### src/rtl/ser_arbiter.sv
// Round-robin scheduler sharing one serializer between REQ_NUM requesters.
// Optional statistics (per-requester grant counts, timeout count) under SER_ARB_STAT_EN.
module ser_arbiter #(
  parameter int REQ_NUM  = 4,
  parameter int DATA_W   = 16,
  parameter int MOD_W    = 4,
  parameter int MIN_MOD  = 3,
  parameter int BUSY_TMO = 8
) (
  input  logic                       clk_i,
  input  logic                       rst_n_i,
  input  logic [REQ_NUM*DATA_W-1:0]  req_data_i,
  input  logic [REQ_NUM*MOD_W-1:0]   req_mod_i,
  input  logic [REQ_NUM-1:0]         req_val_i,
  output logic [REQ_NUM-1:0]         req_ready_o,
  output logic [DATA_W-1:0]          ser_data_o,
  output logic [MOD_W-1:0]           ser_mod_o,
  output logic                       ser_val_o,
  input  logic                       ser_busy_i,
  output logic                       drop_o,
  output logic                       err_o
`ifdef SER_ARB_STAT_EN
  ,
  input  logic [$clog2(REQ_NUM)-1:0] stat_sel_i,
  output logic [15:0]                stat_cnt_o,
  output logic [7:0]                 stat_err_cnt_o
`endif
);
  localparam int PTR_W = $clog2(REQ_NUM);
  localparam int CNT_W = $clog2(BUSY_TMO + 1);

  typedef enum logic [1:0] {IDLE, WAIT_BUSY, WAIT_DONE} state_t;
  typedef struct packed {
    logic [DATA_W-1:0] data;
    logic [MOD_W-1:0]  mod;
  } req_t;

  req_t [REQ_NUM-1:0] req;
  for (genvar g = 0; g < REQ_NUM; g++) begin : g_req
    assign req[g] = '{data: req_data_i[g*DATA_W +: DATA_W], mod: req_mod_i[g*MOD_W +: MOD_W]};
  end

  state_t             state_q, state_d;
  logic [PTR_W-1:0]   ptr_q, ptr_d;
  logic [CNT_W-1:0]   cnt_q, cnt_d;
  logic [REQ_NUM-1:0] ready_q, ready_d;
  logic [DATA_W-1:0]  data_q, data_d;
  logic [MOD_W-1:0]   mod_q, mod_d;
  logic               val_q, val_d;
  logic               drop_q, drop_d;
  logic               err_q, err_d;

  // Search upward from ptr+1 so the last winner has lowest priority.
  logic             win_vld;
  logic [PTR_W-1:0] win_idx;
  req_t             win_req;
  int               idx;
  always_comb begin
    win_vld = 1'b0;
    win_idx = '0;
    idx     = 0;
    for (int k = 1; k <= REQ_NUM; k++) begin
      idx = int'(ptr_q) + k;
      if (idx >= REQ_NUM) idx = idx - REQ_NUM;
      if (!win_vld && req_val_i[idx]) begin
        win_vld = 1'b1;
        win_idx = PTR_W'(idx);
      end
    end
  end
  assign win_req = req[win_idx];

  always_comb begin
    state_d = state_q;
    ptr_d   = ptr_q;
    cnt_d   = cnt_q;
    ready_d = '0;
    data_d  = data_q;
    mod_d   = mod_q;
    val_d   = 1'b0;
    drop_d  = 1'b0;
    err_d   = 1'b0;
    case (state_q)
      IDLE: begin
        if (win_vld) begin
          ready_d[win_idx] = 1'b1;
          ptr_d            = win_idx;
          if (win_req.mod >= MOD_W'(MIN_MOD)) begin
            data_d  = win_req.data;
            mod_d   = win_req.mod;
            val_d   = 1'b1;
            cnt_d   = '0;
            state_d = WAIT_BUSY;
          end else begin
            drop_d = 1'b1;
          end
        end
      end
      WAIT_BUSY: begin
        cnt_d = cnt_q + CNT_W'(1);
        // busy wins over a timeout landing on the same cycle
        if (ser_busy_i) begin
          state_d = WAIT_DONE;
        end else if (cnt_q == CNT_W'(BUSY_TMO - 1)) begin
          err_d   = 1'b1;
          state_d = IDLE;
        end
      end
      WAIT_DONE: begin
        if (!ser_busy_i) state_d = IDLE;
      end
      default: state_d = IDLE;
    endcase
  end

  always_ff @(posedge clk_i or negedge rst_n_i) begin
    if (!rst_n_i) begin
      state_q <= IDLE;
      ptr_q   <= '0;
      cnt_q   <= '0;
      ready_q <= '0;
      data_q  <= '0;
      mod_q   <= '0;
      val_q   <= 1'b0;
      drop_q  <= 1'b0;
      err_q   <= 1'b0;
    end else begin
      state_q <= state_d;
      ptr_q   <= ptr_d;
      cnt_q   <= cnt_d;
      ready_q <= ready_d;
      data_q  <= data_d;
      mod_q   <= mod_d;
      val_q   <= val_d;
      drop_q  <= drop_d;
      err_q   <= err_d;
    end
  end

  assign req_ready_o = ready_q;
  assign ser_data_o  = data_q;
  assign ser_mod_o   = mod_q;
  assign ser_val_o   = val_q;
  assign drop_o      = drop_q;
  assign err_o       = err_q;

`ifdef SER_ARB_STAT_EN
  logic [REQ_NUM-1:0][15:0] stat_q;
  logic [7:0]               stat_err_q;
  always_ff @(posedge clk_i or negedge rst_n_i) begin
    if (!rst_n_i) begin
      stat_q     <= '0;
      stat_err_q <= '0;
    end else begin
      if (val_d) stat_q[win_idx] <= stat_q[win_idx] + 16'd1;
      if (err_d && stat_err_q != 8'hFF) stat_err_q <= stat_err_q + 8'd1;
    end
  end
  assign stat_cnt_o     = (int'(stat_sel_i) < REQ_NUM) ? stat_q[stat_sel_i] : 16'd0;
  assign stat_err_cnt_o = stat_err_q;
`endif
endmodule

### config.mk
export PLATFORM = sky130hd
export DESIGN_NAME = ser_arbiter
export DESIGN_NICKNAME = d
export VERILOG_FILES = /design/src/rtl/ser_arbiter.sv
export SDC_FILE = /design/constraint.sdc
export NUM_CORES = 1
export LEC_CHECK = 0
export CORE_UTILIZATION = 43
export CTS_CLUSTER_SIZE = 24
export DETAILED_ROUTE_END_ITERATION = 16
export PLACE_DENSITY = 0.87
export SKIP_LAST_GASP = 1
export SYNTH_ARGS = -nofsm -noshare
export SYNTH_HDL_FRONTEND = slang
export SYNTH_SLANG_ARGS = --single-unit
export TNS_END_PERCENT = 50
### constraint.sdc
create_clock -name clk_i -period 3.87 [get_ports clk_i]
set_input_delay 0.387 -clock clk_i [delete_from_list [all_inputs] [get_ports clk_i]]
set_output_delay 0.387 -clock clk_i [all_outputs]
set_load 0.01 [all_outputs]
-- Word-level counts from Yosys, hierarchy flattened
Index checks and enable logic that the tools add are counted.
- register bits: 35
- bits in latches: 0
- memory bits (writable): 0
- memory bits (read-only): 0
- input bits: 87
- output and inout bits: 27
- logic and storage cells: 97
- memories kept: 0
- add/sub/neg operators: 9
- multiply operators: 0
- divide/modulo/power cells: 0
- magnitude comparators: 11
- eq/ne operators: 7
- shift operators: 0
- multiplexer cells: 48
- bitwise gates (word level): 0
- reductions and logical operators: 13
- operators by type and width (kind ; number):
    $lt A32 B4 Y1 const B ; 4
    $mux W32 ; 4
    $bmux W20 S2 ; 1
    $mux W1 ; 22
    $mux W20 ; 1
    $mux W2 ; 9
    $mux W4 ; 4
    $sub A3 B3 Y4 const B ; 3
    $ge A3 B3 Y1 const B ; 3
    $bmux W1 S2 ; 4
    $pmux W4 S2 ; 1
    $add A2 B2 Y3 const B ; 2
    $ne A2 B2 Y1 const B ; 3
    $pmux W2 S3 ; 1
    $reduce_and A3 Y1 ; 2
    $sub A4 B3 Y5 const B ; 1
    $add A2 B3 Y4 const B ; 1
    $add A4 B1 Y4 const B ; 1
    $eq A4 B3 Y1 const B ; 1
    $ge A4 B2 Y1 const B ; 1
    $ge A4 B3 Y1 const B ; 1
    $logic_and A1 B1 Y1 ; 4
    $reduce_and A4 Y1 ; 1
    $add A2 B1 Y3 const B ; 1
    other kinds (10) ; 12

-- Longest topological paths before layout
- depth after elaboration: 22
- mapped depth: 10
- gate-level depth less buffers: 8

-- Least setup slack after synthesis
Ideal clock, no wire load.
- path kind: in2reg
- from: input port req_val_i[0]
- to: register data_q[0] (netlist: ser_data_o[0])
- arrival: 2161 ps
- required time: 3745 ps
- path slack: 1584 ps
- stages: 10
- path buffers: 2
- cells stage by stage: o21ai_1 > a21boi_1 > or3_4 > buf_6 > a21oi_1 > a22oi_2 > a211oi_4 > nor2_2 > buf_6 > mux2_4
- word-level cells in the longest chain between the ends: 17
- ends and longest elaborated chain (what ; RTL line ; source):
    start, declared ; 14 ; input logic [REQ_NUM-1:0] req_val_i,
    $bmux W1 S2 ; 65 ; if (!win_vld && req_val_i[idx]) begin
    $mux W1 (not written as such) (2 in a row) ; 65 ;
    $mux W1 ; 65 ;
    $logic_not A1 Y1 ; 65 ;
    $logic_and A1 B1 Y1 ; 65 ;
    $mux W1 ; 65 ;
    $logic_not A1 Y1 ; 65 ;
    $logic_and A1 B1 Y1 ; 65 ;
    $mux W1 ; 65 ;
    $logic_not A1 Y1 ; 65 ;
    $logic_and A1 B1 Y1 ; 65 ;
    $mux W2 ; 65 ;
    $bmux W20 S2 ; 71 ; assign win_req = req[win_idx];
    $mux W20 (not written as such) ; 71 ;
    $ge A4 B2 Y1 ; 88 ; if (win_req.mod >= MOD_W'(MIN_MOD)) begin
    $reduce_and A3 Y1 (no line) ; n/a ;
    end signal, assigned ; 132 ; data_q <= data_d;
    end, declared ; 47 ; logic [DATA_W-1:0] data_q, data_d;
Parallel ways exist; a longest one is shown, timed or not. The select of a mux whose other input is x is not followed.
A chain may end at the register's enable or synchronous reset.

-- Worst setup path after layout
- from: input port req_val_i[1]
- to: register data_q[15] (netlist: ser_data_o[15])
Same word-level chain as after synthesis.

==> impl_metrics.json <==
{
  "status": "finished clean",
  "crit_fanout": 40,
  "cp.required_ps": 4040,
  "ioPinCount": 114,
  "cts_resized": 0,
  "timing.rr.start": "ptr_q[0]",
  "ant_nets": 0,
  "cp-start-kind": "input pin",
  "final_nets": 444,
  "hp-class": "input pin to async pin",
  "seq_power_share_pct": 26.3,
  "cts_made_buffers": 5,
  "post_dp_cell_area_um2": 3330,
  "diodes": 0,
  "syn_nets": 333,
  "ys_types": 41,
  "die_h_um": 72.7,
  "synthAdderAreaFrac_pct": 0.582,
  "grt_max_degree": 41,
  "relSlewSlack_pct": 45.5,
  "worstRegToRegCells": 8,
  "report.final.slew_viol_count": 0,
  "grt_util_all_layers_pct": 24.2,
  "p_per_area_nw_per_um2": 721,
  "drc_errors": 0,
  "clk_latency_ps": 280,
  "grt-ovfl-total": 0,
  "setup_viol": 0,
  "coreArea_um2": 4750,
  "ctsHoldBuffers": 0,
  "syn_inst": 245,
  "viasPerCell": 5.18,
  "ys_ff_latch": 35,
  "p_sw_share_pct": 38.6,
  "synthMuxAreaShare_pct": 13.0,
  "p_comb_share_pct": 62.1,
  "endpoint_kind": "flop",
  "seq_area_frac_synth_pct": 40.8,
  "switchingPower_w": 0.000956,
  "dr.pass1.iters": 4,
  "ir_drop_mv": 0.373,
  "min_period_over_period_pct": 80.6,
  "h-tree-depth": 2,
  "drt_wl_total_mm": 6.24,
  "clk_pin_slew_ps": 70,
  "timing.setup.tns_ps": 0,
  "regToRegEndpoint": "ser_data_o[15]",
  "initial_utilization_pct": 45.2,
  "antenna_found_initial": 0,
  "dp_hpwl_mm": 4.63,
  "rows": 25,
  "dieArea_um2": 5280,
  "crit_type": "input pin to flop",
  "synth_compound_area_share_pct": 15.5,
  "via_count": 2197,
  "synth-simple-area-share_pct": 25.3,
  "drive_gt1_share_pct": 11.8,
  "fin_crit_ps": 3120,
  "io_buffers": 113,
  "cts_setup_buffers": 0,
  "synth_area_um2": 2150,
  "clockRootBuffer": "clkbuf_8",
  "worst_pin_slew_ps": 807,
  "max_freq_mhz": 321,
  "leakage_nw": 1.50,
  "syn_to_final_growth_pct": 59.9,
  "grt_pass1_vias": 2081,
  "yosysWarnings": 0,
  "drv_cap": 0,
  "cts_sinks": 35,
  "tritoncts": "built",
  "cp.arrival_ps": 3290,
  "power_frac_clock_pct": 11.6,
  "r2r_slack_ps": 970,
  "grt_pass1_wl_mm": 9.68,
  "rsz0062_at_grt": "false",
  "die_w_um": 72.7,
  "dpl.cell_count": 416,
  "final.setup_skew_ps": 3.40,
  "hold_viol": 0,
  "wl_per_cell_um": 14.7,
  "stdcell_count": 424,
  "internal-power_w": 0.00152,
  "synth_top_family_by_area": "simple AND/OR/NAND/NOR gates",
  "hold_slack_ps": 168,
  "drt-initial-drc-count": 150,
  "finalInstanceArea_um2": 3430,
  "syn_avg_cell_area_um2": 8.77,
  "synth_xor_area_share_pct": 0.815,
  "clock_path_buffers": 2,
  "place_congestion": 0.865
}
-- sequential cells by signal (all words and copies together), names as in the netlist --
register and flops:
state_q 2, err_o 1, drop_o 1, req_ready_o 4
cnt_q 4, ser_val_o 1, ser_data_o 16, ptr_q 2
ser_mod_o 4
-- per-stage QoR --
step | total power (W) | util, % | setup WS, ps
6_report | 0.00248 | 72.2 | 751
5_1_grt | 0.00264 | 72.2 | 559
4_1_cts | 0.00249 | 72.2 | 777
3_5_place_dp | 0.00219 | 70.1 | 516
3_3_place_gp | 0.00213 | 70.1 | 595
2_1_floorplan | 0.00163 | - | 1580
-- metal layers --
| layer | wire (µm) | track usage (%) | up-vias |
|---|---|---|---|
| met5 | 0 | 0 | - |
| met4 | 79 | 5.66 | 0 |
| met3 | 587 | 8.01 | 10 |
| met2 | 2970 | 40.8 | 97 |
| met1 | 2600 | 30.1 | 1017 |
| li1 | - | - | 1073 |
-- kinds of logic after synthesis --
group | count (synthesis)
mux | 19
simple gates | 123
buf+inv | 16
xor+xnor | 2
flops | 35
fa+ha+maj | 1
compound gates | 49
-- cell type report --
cell class	instances	area, µm²
flip-flops and latches	35	876
well taps	67	83.8
inverters	1	3.75
clock buffers	8	100
fillers	368	1320
repair buffers	119	1170
multi-input cells	194	1200
-- critical path: stages --
cell and delay [ps]:
clkdlybuf4s50_1 560, nor3b_1 420, or3_4 490, a21oi_1 150
a22oi_1 450, a211oi_4 130, nor2_2 130, buf_4 240
mux2_4 320
-- how the worst max path moves through the flow --
| stage | slack, ps | startpoint | to | cells after the start |
|---|---|---|---|---|
| global route | 560 | req_val_i[1] | ser_data_o[0] | 9 |
| CTS | 780 | req_val_i[1] | ser_mod_o[0] | 9 |
| detailed placement | 520 | req_val_i[1] | ser_data_o[3] | 9 |
| finish | 750 | req_val_i[1] | ser_data_o[15] | 9 |
| floorplan | 1580 | req_val_i[0] | ser_data_o[0] | 10 |
| global placement | 600 | req_val_i[1] | ser_data_o[4] | 9 |
-- cell usage in the layout (no fill, tap or decap), drive strengths merged, types with 2 or more instances in the layout --
cell type	count
mux2	18
nor2b	2
a22oi	4
nand2	87
clkbuf	8
clkdlybuf4s50	112
nor2	7
nor3	3
nand2b	2
a21oi	11
a31oi	16
dfrtp	35
and3	16
buf	7
o21ai	9
-- power by group through the flow --
stage / clock network [W] / registers (W) / logic (W)
final: 0.000287 / 0.000652 / 0.00154
after global routing: 0.000310 / 0.000670 / 0.00166
after CTS: 0.000292 / 0.000651 / 0.00154
after detailed placement: 0 / 0.000652 / 0.00154
after global placement: 0 / 0.000648 / 0.00148
after floorplan: 0 / 0.000694 / 0.000937
-- synth_stat cells --
| library cell | instances | area share (%) |
|---|---|---|
| and3_1 | 16 | 4.7 |
| buf_6 | 3 | 1.6 |
| or3_4 | 1 | 0.52 |
| o211ai_1 | 1 | 0.35 |
| a21oi_1 | 10 | 2.3 |
| nand4_1 | 1 | 0.29 |
| o311ai_0 | 1 | 0.41 |
| buf_2 | 2 | 0.47 |
| nor3_2 | 1 | 0.47 |
| xor2_1 | 1 | 0.41 |
| nor4_1 | 1 | 0.29 |
| nand2_1 | 87 | 15 |
| buf_1 | 5 | 0.87 |
| clkbuf_1 | 5 | 0.87 |
| o221a_2 | 1 | 0.52 |
| xnor2_1 | 1 | 0.41 |
| and2_1 | 1 | 0.29 |
| a211oi_4 | 1 | 0.93 |
| nor2_2 | 1 | 0.29 |
| nor3_1 | 2 | 0.47 |
| nand2b_1 | 2 | 0.58 |
| o21ai_0 | 5 | 1.2 |
| o21ai_1 | 4 | 0.93 |
| or2_2 | 1 | 0.29 |
| nor3b_1 | 1 | 0.35 |
| o41ai_1 | 1 | 0.41 |
| nor2_1 | 6 | 1.0 |
| a21boi_1 | 1 | 0.35 |
| mux2i_1 | 1 | 0.47 |
| mux2_4 | 18 | 13 |
| nor2b_1 | 2 | 0.58 |
| dfrtp_1 | 35 | 41 |
| a21oi_2 | 1 | 0.41 |
| a22oi_2 | 2 | 1.2 |
| o221ai_1 | 1 | 0.41 |
| a31oi_1 | 16 | 4.7 |
| a22oi_1 | 2 | 0.70 |
| inv_1 | 1 | 0.17 |
| ha_1 | 1 | 0.58 |
| o21a_1 | 1 | 0.35 |
| o32ai_1 | 1 | 0.41 |
(Power assumes the default switching activity.)
